===== config.mk =====
export PLATFORM = sky130hd
export DESIGN_NAME = delta_w_batch_gen
export DESIGN_NICKNAME = d
export VERILOG_FILES = /design/src/rtl/delta_w_batch_gen.sv
export SDC_FILE = /design/constraint.sdc
export NUM_CORES = 2
export LEC_CHECK = 0
export CORE_ASPECT_RATIO = 1.5
export CORE_MARGIN = 2
export CORE_UTILIZATION = 56
export CTS_CLUSTER_SIZE = 24
export DETAILED_ROUTE_END_ITERATION = 12
export HOLD_SLACK_MARGIN = 0.15
export PLACE_DENSITY = 0.82
export REMOVE_ABC_BUFFERS = 1
export SLEW_MARGIN = 20
export SYNTH_ARGS = -nofsm -noshare
export SYNTH_HDL_FRONTEND = slang
export SYNTH_SLANG_ARGS = --single-unit

===== constraint.sdc =====
create_clock -name CLK -period 13.6 [get_ports CLK]
set_input_delay 3.4 -clock CLK [delete_from_list [all_inputs] [get_ports CLK]]
set_output_delay 3.4 -clock CLK [all_outputs]
set_load 0.02 [all_outputs]

===== src/rtl/delta_w_batch_gen.sv =====
// Batched delta-weight generator: scales each sample's error by its learning rate,
// multiplies by the layer outputs LANES elements per cycle and accumulates BATCH samples.
module delta_w_batch_gen #(
    parameter int N     = 8,
    parameter int DW    = 16,
    parameter int FRAC  = 8,
    parameter int LANES = 2,
    parameter int BATCH = 4
) (
    input  logic                         CLK,
    input  logic                         RST_N,
    input  logic                         in_valid,
    output logic                         in_ready,
    input  logic [N*DW-1:0]              y_in,
    input  logic [DW-1:0]                d_in,
    input  logic [DW-1:0]                lr_in,
    input  logic                         flush,
    output logic                         out_valid,
    input  logic                         out_ready,
    output logic [N*DW-1:0]              delta_w_out,
    output logic [$clog2(BATCH+1)-1:0]   count_out
);

    localparam int NCH = (N + LANES - 1) / LANES;
    localparam int CW  = $clog2(BATCH + 1);
    localparam int JW  = (NCH > 1) ? $clog2(NCH) : 1;
    localparam logic [JW-1:0]           LAST_J = JW'(NCH - 1);
    localparam logic signed [DW-1:0]    SMAX   = {1'b0, {(DW-1){1'b1}}};
    localparam logic signed [DW-1:0]    SMIN   = {1'b1, {(DW-1){1'b0}}};
    localparam logic signed [2*DW:0]    WMAX   = {{(DW+2){1'b0}}, {(DW-1){1'b1}}};
    localparam logic signed [2*DW:0]    WMIN   = {{(DW+2){1'b1}}, {(DW-1){1'b0}}};

    typedef enum logic [1:0] {S_IDLE, S_SCALE, S_MULT, S_OUT} state_t;

    function automatic logic signed [2*DW:0] f_sext(input logic signed [DW-1:0] v);
        return {{(DW+1){v[DW-1]}}, v};
    endfunction

    function automatic logic signed [DW-1:0] f_sat(input logic signed [2*DW:0] v);
        logic signed [DW-1:0] res;
        if (v > WMAX)      res = SMAX;
        else if (v < WMIN) res = SMIN;
        else               res = v[DW-1:0];
        return res;
    endfunction

    // Fixed-point product with floor rounding, clamped back to DW bits.
    function automatic logic signed [DW-1:0] f_scale(input logic signed [DW-1:0] a,
                                                     input logic signed [DW-1:0] b);
        logic signed [2*DW:0] prod;
        prod = f_sext(a) * f_sext(b);
        return f_sat(prod >>> FRAC);
    endfunction

    function automatic logic signed [DW-1:0] f_step(input logic signed [DW-1:0] acc,
                                                    input logic signed [DW-1:0] y,
                                                    input logic signed [DW-1:0] k);
        logic signed [DW-1:0] p;
        logic signed [DW-1:0] neg;
        p   = f_scale(y, k);
        neg = (p == SMIN) ? SMAX : -p;
        return f_sat(f_sext(acc) + f_sext(neg));
    endfunction

    state_t                r_state;
    state_t                w_next;
    logic                  r_in_ready;
    logic                  r_out_valid;
    logic                  r_flush_pending;
    logic [CW-1:0]         r_count;
    logic [JW-1:0]         r_j;
    logic signed [DW-1:0]  r_k;
    logic signed [DW-1:0]  r_d;
    logic signed [DW-1:0]  r_lr;
    logic signed [DW-1:0]  r_y   [N];
    logic signed [DW-1:0]  r_acc [N];
    logic signed [DW-1:0]  w_lane_y   [LANES];
    logic signed [DW-1:0]  w_lane_acc [LANES];
    logic signed [DW-1:0]  w_lane_new [LANES];

    logic          w_accept;
    logic          w_hs;
    logic          w_fp;
    logic          w_last;
    logic [CW-1:0] w_cnt_inc;

    assign w_accept  = (r_state == S_IDLE) && r_in_ready && in_valid;
    assign w_hs      = (r_state == S_OUT) && r_out_valid && out_ready;
    assign w_fp      = r_flush_pending | flush;
    assign w_last    = (r_j == LAST_J);
    assign w_cnt_inc = r_count + CW'(1);

    // Route the current chunk of elements onto the shared multiplier lanes.
    always_comb begin
        for (int l = 0; l < LANES; l++) begin
            w_lane_y[l]   = '0;
            w_lane_acc[l] = '0;
        end
        for (int i = 0; i < N; i++) begin
            w_lane_y[i % LANES]   = (int'(r_j) == i / LANES) ? r_y[i]   : w_lane_y[i % LANES];
            w_lane_acc[i % LANES] = (int'(r_j) == i / LANES) ? r_acc[i] : w_lane_acc[i % LANES];
        end
        for (int l = 0; l < LANES; l++) begin
            w_lane_new[l] = f_step(w_lane_acc[l], w_lane_y[l], r_k);
        end
    end

    // Next-state decode.
    always_comb begin
        w_next = S_IDLE;
        case (r_state)
            S_IDLE: begin
                if (w_accept)                         w_next = S_SCALE;
                else if (w_fp && (r_count != '0))     w_next = S_OUT;
                else                                  w_next = S_IDLE;
            end
            S_SCALE: w_next = S_MULT;
            S_MULT: begin
                if (!w_last)                                   w_next = S_MULT;
                else if ((w_cnt_inc == CW'(BATCH)) || w_fp)    w_next = S_OUT;
                else                                           w_next = S_IDLE;
            end
            S_OUT: begin
                if (w_hs) w_next = S_IDLE;
                else      w_next = S_OUT;
            end
            default: w_next = S_IDLE;
        endcase
    end

    // Control state; handshake flags follow the state with one cycle of lag.
    always_ff @(posedge CLK or negedge RST_N) begin
        if (!RST_N) begin
            r_state         <= S_IDLE;
            r_in_ready      <= 1'b0;
            r_out_valid     <= 1'b0;
            r_flush_pending <= 1'b0;
            r_count         <= '0;
            r_j             <= '0;
            r_k             <= '0;
        end else begin
            r_state     <= w_next;
            r_in_ready  <= (r_state == S_IDLE) && (w_next == S_IDLE);
            r_out_valid <= (r_state == S_OUT) && (w_next == S_OUT);
            if (w_hs)
                r_flush_pending <= 1'b0;
            else if ((r_state == S_IDLE) && !w_accept && (r_count == '0))
                r_flush_pending <= 1'b0;
            else if (flush)
                r_flush_pending <= 1'b1;
            if (w_hs)
                r_count <= '0;
            else if ((r_state == S_MULT) && w_last)
                r_count <= w_cnt_inc;
            if (r_state == S_MULT)
                r_j <= w_last ? '0 : r_j + JW'(1);
            else
                r_j <= '0;
            if (r_state == S_SCALE)
                r_k <= f_scale(r_d, r_lr);
        end
    end

    // Sample capture.
    always_ff @(posedge CLK or negedge RST_N) begin
        if (!RST_N) begin
            r_d  <= '0;
            r_lr <= '0;
            for (int i = 0; i < N; i++) r_y[i] <= '0;
        end else if (w_accept) begin
            r_d  <= d_in;
            r_lr <= lr_in;
            for (int i = 0; i < N; i++) r_y[i] <= y_in[i*DW +: DW];
        end
    end

    // Accumulators: one chunk per MULT cycle, cleared when the update is taken.
    always_ff @(posedge CLK or negedge RST_N) begin
        if (!RST_N) begin
            for (int i = 0; i < N; i++) r_acc[i] <= '0;
        end else if (w_hs) begin
            for (int i = 0; i < N; i++) r_acc[i] <= '0;
        end else if (r_state == S_MULT) begin
            for (int i = 0; i < N; i++) begin
                if (int'(r_j) == i / LANES) r_acc[i] <= w_lane_new[i % LANES];
            end
        end
    end

    genvar g;
    for (g = 0; g < N; g++) begin : g_pack
        assign delta_w_out[g*DW +: DW] = r_acc[g];
    end

    assign in_ready  = r_in_ready;
    assign out_valid = r_out_valid;
    assign count_out = r_count;

endmodule


After elaboration in Yosys (flattened, before gate mapping)
Index checks and enable logic that the tools add are counted.
{"block": "totals", "regBits": 314, "input_bits": 165, "output_inout_bits": 133}
{"block": "op_classes", "add_sub_neg": 6, "n_mul": 3, "n_lt_le_gt_ge": 10, "eq_ne": 11, "n_mux": 51, "n_bitwise": 1, "n_reduce_logical": 28}
{"cell": "$mux W16", "n": 36}
{"cell": "$mux W128", "n": 2}
{"cell": "$mul A16 B16 Y32", "n": 3}
{"cell": "$gt A24 B16 Y1 const B", "n": 3}
{"cell": "$lt A24 B16 Y1 const B", "n": 3}
{"cell": "$add A16 B16 Y17", "n": 2}
{"cell": "$gt A17 B16 Y1 const B", "n": 2}
{"cell": "$lt A17 B16 Y1 const B", "n": 2}
{"cell": "$eq A16 B16 Y1 const B", "n": 2}
{"cell": "$neg A16 Y16", "n": 2}
{"cell": "$mux W2", "n": 7}
{"cell": "$eq A2 B2 Y1 const B", "n": 6}
{"cell": "$reduce_bool A2 Y1", "n": 6}
{"cell": "$logic_and A1 B1 Y1", "n": 10}
{"cell": "$pmux W2 S4", "n": 1}
{"cell": "$reduce_and A2 Y1", "n": 4}
{"cell": "$logic_not A2 Y1", "n": 3}
{"cell": "$mux W3", "n": 2}
{"cell": "$reduce_bool A3 Y1", "n": 2}
{"cell": "$eq A2 B1 Y1 const B", "n": 2}
{"cell": "$add A3 B1 Y3 const B", "n": 1}
{"cell": "$eq A3 B3 Y1 const B", "n": 1}
{"cell": "$logic_not A3 Y1", "n": 1}
{"cell": "$mux W1", "n": 3}
{"cell": "other kinds (4)", "n": 4}

Logic depth before layout (Yosys ltp)
{"block": "depth", "word_depth": 18, "depth_mapped": 61, "mapped_depth_nobuf": 52}

Least setup slack after synthesis
Ideal clock, no wire load.
{"block": "synth_path", "kind": "register -> register", "start": "reg r_j[0]", "end": "reg r_acc, in the netlist delta_w_out[115]", "setup_ps": 121, "t_arrival_ps": 12857, "required_time_ps": 13479, "path_slack_ps": 622, "path_stages_with_launch": 54, "period_less_slack_ps": 12978, "cell_sequence": "dfrtp_1 -> inv_1 -> ha_1 -> clkbuf_1 -> clkbuf_1 -> nand2_1 -> nor2_1 -> a21oi_1 -> nor2_1 -> a21oi_1 -> o21ai_0 -> clkbuf_1 -> nand2_1 -> fa_1 -> inv_1 -> fa_1 -> inv_1 -> fa_1 -> [18 not listed] -> inv_1 -> a211o_1 -> or3b_1 -> buf_2 -> nand2_1 -> ha_1 -> fa_1 -> a21o_1 -> a21oi_1 -> o21bai_1 -> a21oi_1 -> o21bai_1 -> a311oi_1 -> o21ai_0 -> or4b_2 -> a21oi_1 -> nor2_1 -> a22o_1"}
{"block": "synth_via", "elab_chain_len": 18, "word_cells_on_any_way": 30, "classes_between": "2 x add/sub; 1 x mul; 4 x order compare; 4 x eq/ne; 16 x mux; 3 x reduce/logical"}
{"element": "start, declared", "line_no": "71", "source": "logic [JW-1:0] r_j;"}
{"element": "start signal, assigned", "line_no": "156", "source": "r_j <= w_last ? '0 : r_j + JW'(1);"}
{"element": "$logic_not A2 Y1", "line_no": "100, 101"}
{"element": "$mux W16 (4 in series)", "line_no": "100", "source": "w_lane_y[i % LANES] = (int'(r_j) == i / LANES) ? r_y[i] : w_lane_y[i % LANES];"}
{"element": "$mul A16 B16 Y32", "line_no": "51", "source": "prod = f_sext(a) * f_sext(b);"}
{"element": "$lt A24 B16 Y1", "line_no": "42", "source": "else if (v < WMIN) res = SMIN;"}
{"element": "$mux W16", "line_no": "42"}
{"element": "$mux W16", "line_no": "41", "source": "if (v > WMAX) res = SMAX;"}
{"element": "$neg A16 Y16 / $eq A16 B16 Y1 (equally long branches)", "line_no": "61", "source": "neg = (p == SMIN) ? SMAX : -p;"}
{"element": "$mux W16", "line_no": "61"}
{"element": "$add A16 B16 Y17", "line_no": "62", "source": "return f_sat(f_sext(acc) + f_sext(neg));"}
{"element": "$lt A17 B16 Y1", "line_no": "42"}
{"element": "$mux W16", "line_no": "42"}
{"element": "$mux W16", "line_no": "41"}
{"element": "$mux W16", "line_no": "185", "source": "if (int'(r_j) == i / LANES) r_acc[i] <= w_lane_new[i % LANES];"}
{"element": "$mux W128", "line_no": "183", "source": "end else if (r_state == S_MULT) begin"}
{"element": "$mux W128", "line_no": "181", "source": "end else if (w_hs) begin"}
{"element": "end, declared", "line_no": "76", "source": "logic signed [DW-1:0] r_acc [N];"}
Parallel ways exist; a longest one is shown, timed or not. The select of a mux whose other input is x is not followed.
A chain may end at the register's enable or synchronous reset.

Worst setup path in the final report
{"block": "layout_path", "start": "reg r_j[0]", "end": "reg r_acc, in the netlist delta_w_out[44]"}
Same word-level chain as after synthesis.

==> impl_metrics.toml <==
[setup_path]
worstSetupEndpointType = "flip-flop"
required_ns = 14.10
cp_data_arrival_time_ns = 13.41
critical_path_class = "reg -> reg"
cp_max_fo = 16
cp-start-kind = "flip-flop"
cpPeakStageDelay_ns = 0.65
slowest_stage = "fa_1"

[yosys]
avgSynthCellArea_um2 = 9.07
synth_cells = 5112
synthArstFlopShare_pct = 100
seq_area_frac_synth_pct = 16.9
ys_warn_count = 0
synth_edf_count = 0
ys.flop_type = "dfrtp_1"
synth-seq-cells = 314
yosys.cell_types.count = 86
synthesis.area_mm2 = 0.0464

[sta]
max_slew_margin_pct = 22.5
layout_min_cycle_time_ns = 12.90
fin_worst_skew_ns = 0.0247
clock.fmax_mhz = 77.5
drv_slew = 0
holdWs_ns = 0.507
hold_viol_final = 0
rsz0062_at_grt = "false"
fin_crit_sh_pct = 94.9
tightest_slew_ns = 1.16
setup_viol = 0

[clock_network]
clock_sinks = 314
cts_made_buffers = 35
cts_hold_buffers = 0
htreeDepth = 2
tritoncts = "built"
clk_pin_slew_ns = 0.06
insertion_delay_ns = 0.59
ctsLongestPathBuffers = 3
cts-root-buf = "clkbuf_16"

[die]
core-area_mm2 = 0.0823
die-area_mm2 = 0.0852
die_x_um = 239
dieHeight_um = 356
fp-row-count = 129
initial_core_util_pct = 56.3
num_io_pins = 298

[final_layout]
area_delta_synth_final_pct = 12.1
final_core_utilization_pct = 63.2
final_layout_size_suffix_gt1_share_pct = 7.18
final_area_mm2 = 0.0520
finalNonFillerCells = 6382
finalNetCount = 6534

[grt]
grt_start_max_net_pins = 151
antenna_found_initial = 7
grt_usage_pct = 32.0
grt_pass1_vias = 40800
grt_pass1_wl_um = 213000
grt-ovfl-total = 0

[routing]
drc = 0
vias = 37200
ant_nets = 0
avgViaCountPerCell = 5.84
first_pass_iters = 8
initialDrtViolationCount = 2458
totalWireLength_um = 133000
wire_per_inst_um = 20.8

[run_status]
status = "finished clean"

[place]
dpl.hpwl_um = 105000
place_area_mm2 = 0.0505
port_buffers = 297
dp.cells = 6296
routabilityCongestion = 0.969

[job]
max_cap_viol_count = 0

[hold_path]
hp-class = "reg -> reg"
critical path: cells and delay by family, from the launching register on:
kind	cells	cell delay [ns]
fa+ha+maj	11	4.80
compound gates	19	3.98
simple gates	9	1.64
buf+inv	10	1.35
flops	1	0.45
mux	1	0.39
xor+xnor	1	0.15
logic make-up (layout without fill, tap and decap cells):
family | Yosys count | in the layout | share of synthesized area [%]
xor gates and xnor gates | 134 | 134 | 2.53
buffers and inverters | 1173 | 1392 | 9.55
AOI/OAI and AO/OA | 750 | 750 | 10.2
DFF | 314 | 314 | 16.9
adders and majority gates | 1063 | 1063 | 41.4
other | 0 | 3 | 0
muxes | 172 | 172 | 4.15
and+or+nand+nor | 1506 | 1506 | 15.3
routing by layer:
| metal | part of all wire, % | GRT usage, % | vias to the layer above |
|---|---|---|---|
| met5 | 0.039 | 0 | - |
| met4 | 7.1 | 20.4 | 8 |
| met3 | 7.4 | 5.80 | 542 |
| met2 | 51 | 56.1 | 1719 |
| met1 | 35 | 36.0 | 18500 |
| li1 | - | - | 16400 |
metrics by stage:
step | setup WS, ns | TNS, ns
floorplan | -2.02 | -378.30
global placement | 0.253 | 0
detailed placement | -0.0521 | -0.421
CTS | 0.113 | 0
global route | 0.000306 | 0
finish | 0.698 | 0
layout by cell type (no fill, tap or decap), types with 34 or more instances in the layout:
master / count
nand3_1: 58
nor2_1: 260
and3_1: 40
dfrtp_1: 313
fa_1: 784
a21o_1: 44
a22o_1: 40
mux2_2: 162
xor2_1: 43
nand2_1: 655
buf_4: 104
xnor2_1: 91
and2_1: 320
a22oi_1: 65
o21ai_0: 154
clkdlybuf4s50_1: 296
inv_1: 919
a21oi_1: 247
clkbuf_16: 37
nand2b_1: 34
ha_1: 274
Yosys cell counts (all sizes together) (58+ instances only):
library cell	instances	share of area, %
ha	278	7.5
xnor2	91	1.7
mux2	162	3.9
fa	785	34
nor2	267	2.2
a21oi	248	2.7
inv	920	7.4
nand3	58	0.63
clkbuf	225	1.8
nand2	655	5.3
o21ai	184	2.0
a22oi	65	1.1
and2	322	4.3
dfrtp	314	17
state kept, by name, indices dropped and copies added, names as in the netlist:
register and flops:
delta_w_out 128, r_y 128, r_d 16, r_k 16, r_lr 16, count_out 3
r_j 2, r_state 2, in_ready 1, out_valid 1, r_flush_pending 1
what timing repair did:
item,in CTS,in global routing
endpoints found under the setup margin,35,127
resized for setup,2,21
buffers inserted,1,20
pin swaps,0,2
endpoints found under the hold margin,0,0
path summary, 6_finish.rpt:
path | startpoint | end | slack [ns] | cells after the start
worst max-delay path | r_j[0]$_DFF_PN0_ | delta_w_out[44]$_DFFE_PN0P_ | 0.70 | 51
worst min-delay path | r_y[39]$_DFFE_PN0P_ | r_y[39]$_DFFE_PN0P_ | 0.51 | 1
worst max register to register | r_j[0]$_DFF_PN0_ | delta_w_out[44]$_DFFE_PN0P_ | 0.70 | 51
worst min register to register | r_y[39]$_DFFE_PN0P_ | r_y[39]$_DFFE_PN0P_ | 0.51 | 1
max in group asynchronous | RST_N | r_y[38]$_DFFE_PN0P_ | 9.24 | 2
min in group asynchronous | RST_N | r_d[1]$_DFFE_PN0P_ | 2.87 | 1
cell type report:
type | count | area, µm²
Fill cell | 6630 | 30300
Timing Repair Buffer | 410 | 3950
Clock inverter | 17 | 228
Inverter | 920 | 3450
Multi-Input combinational cell | 3625 | 34200
Sequential cell | 314 | 7860
Antenna cell | 3 | 7.51
Tap cell | 1048 | 1310
Clock buffer | 45 | 945
Power is left out: the tool's default activity adds up to more than one toggle a clock period on the data nets, which glitch-free logic cannot reach.
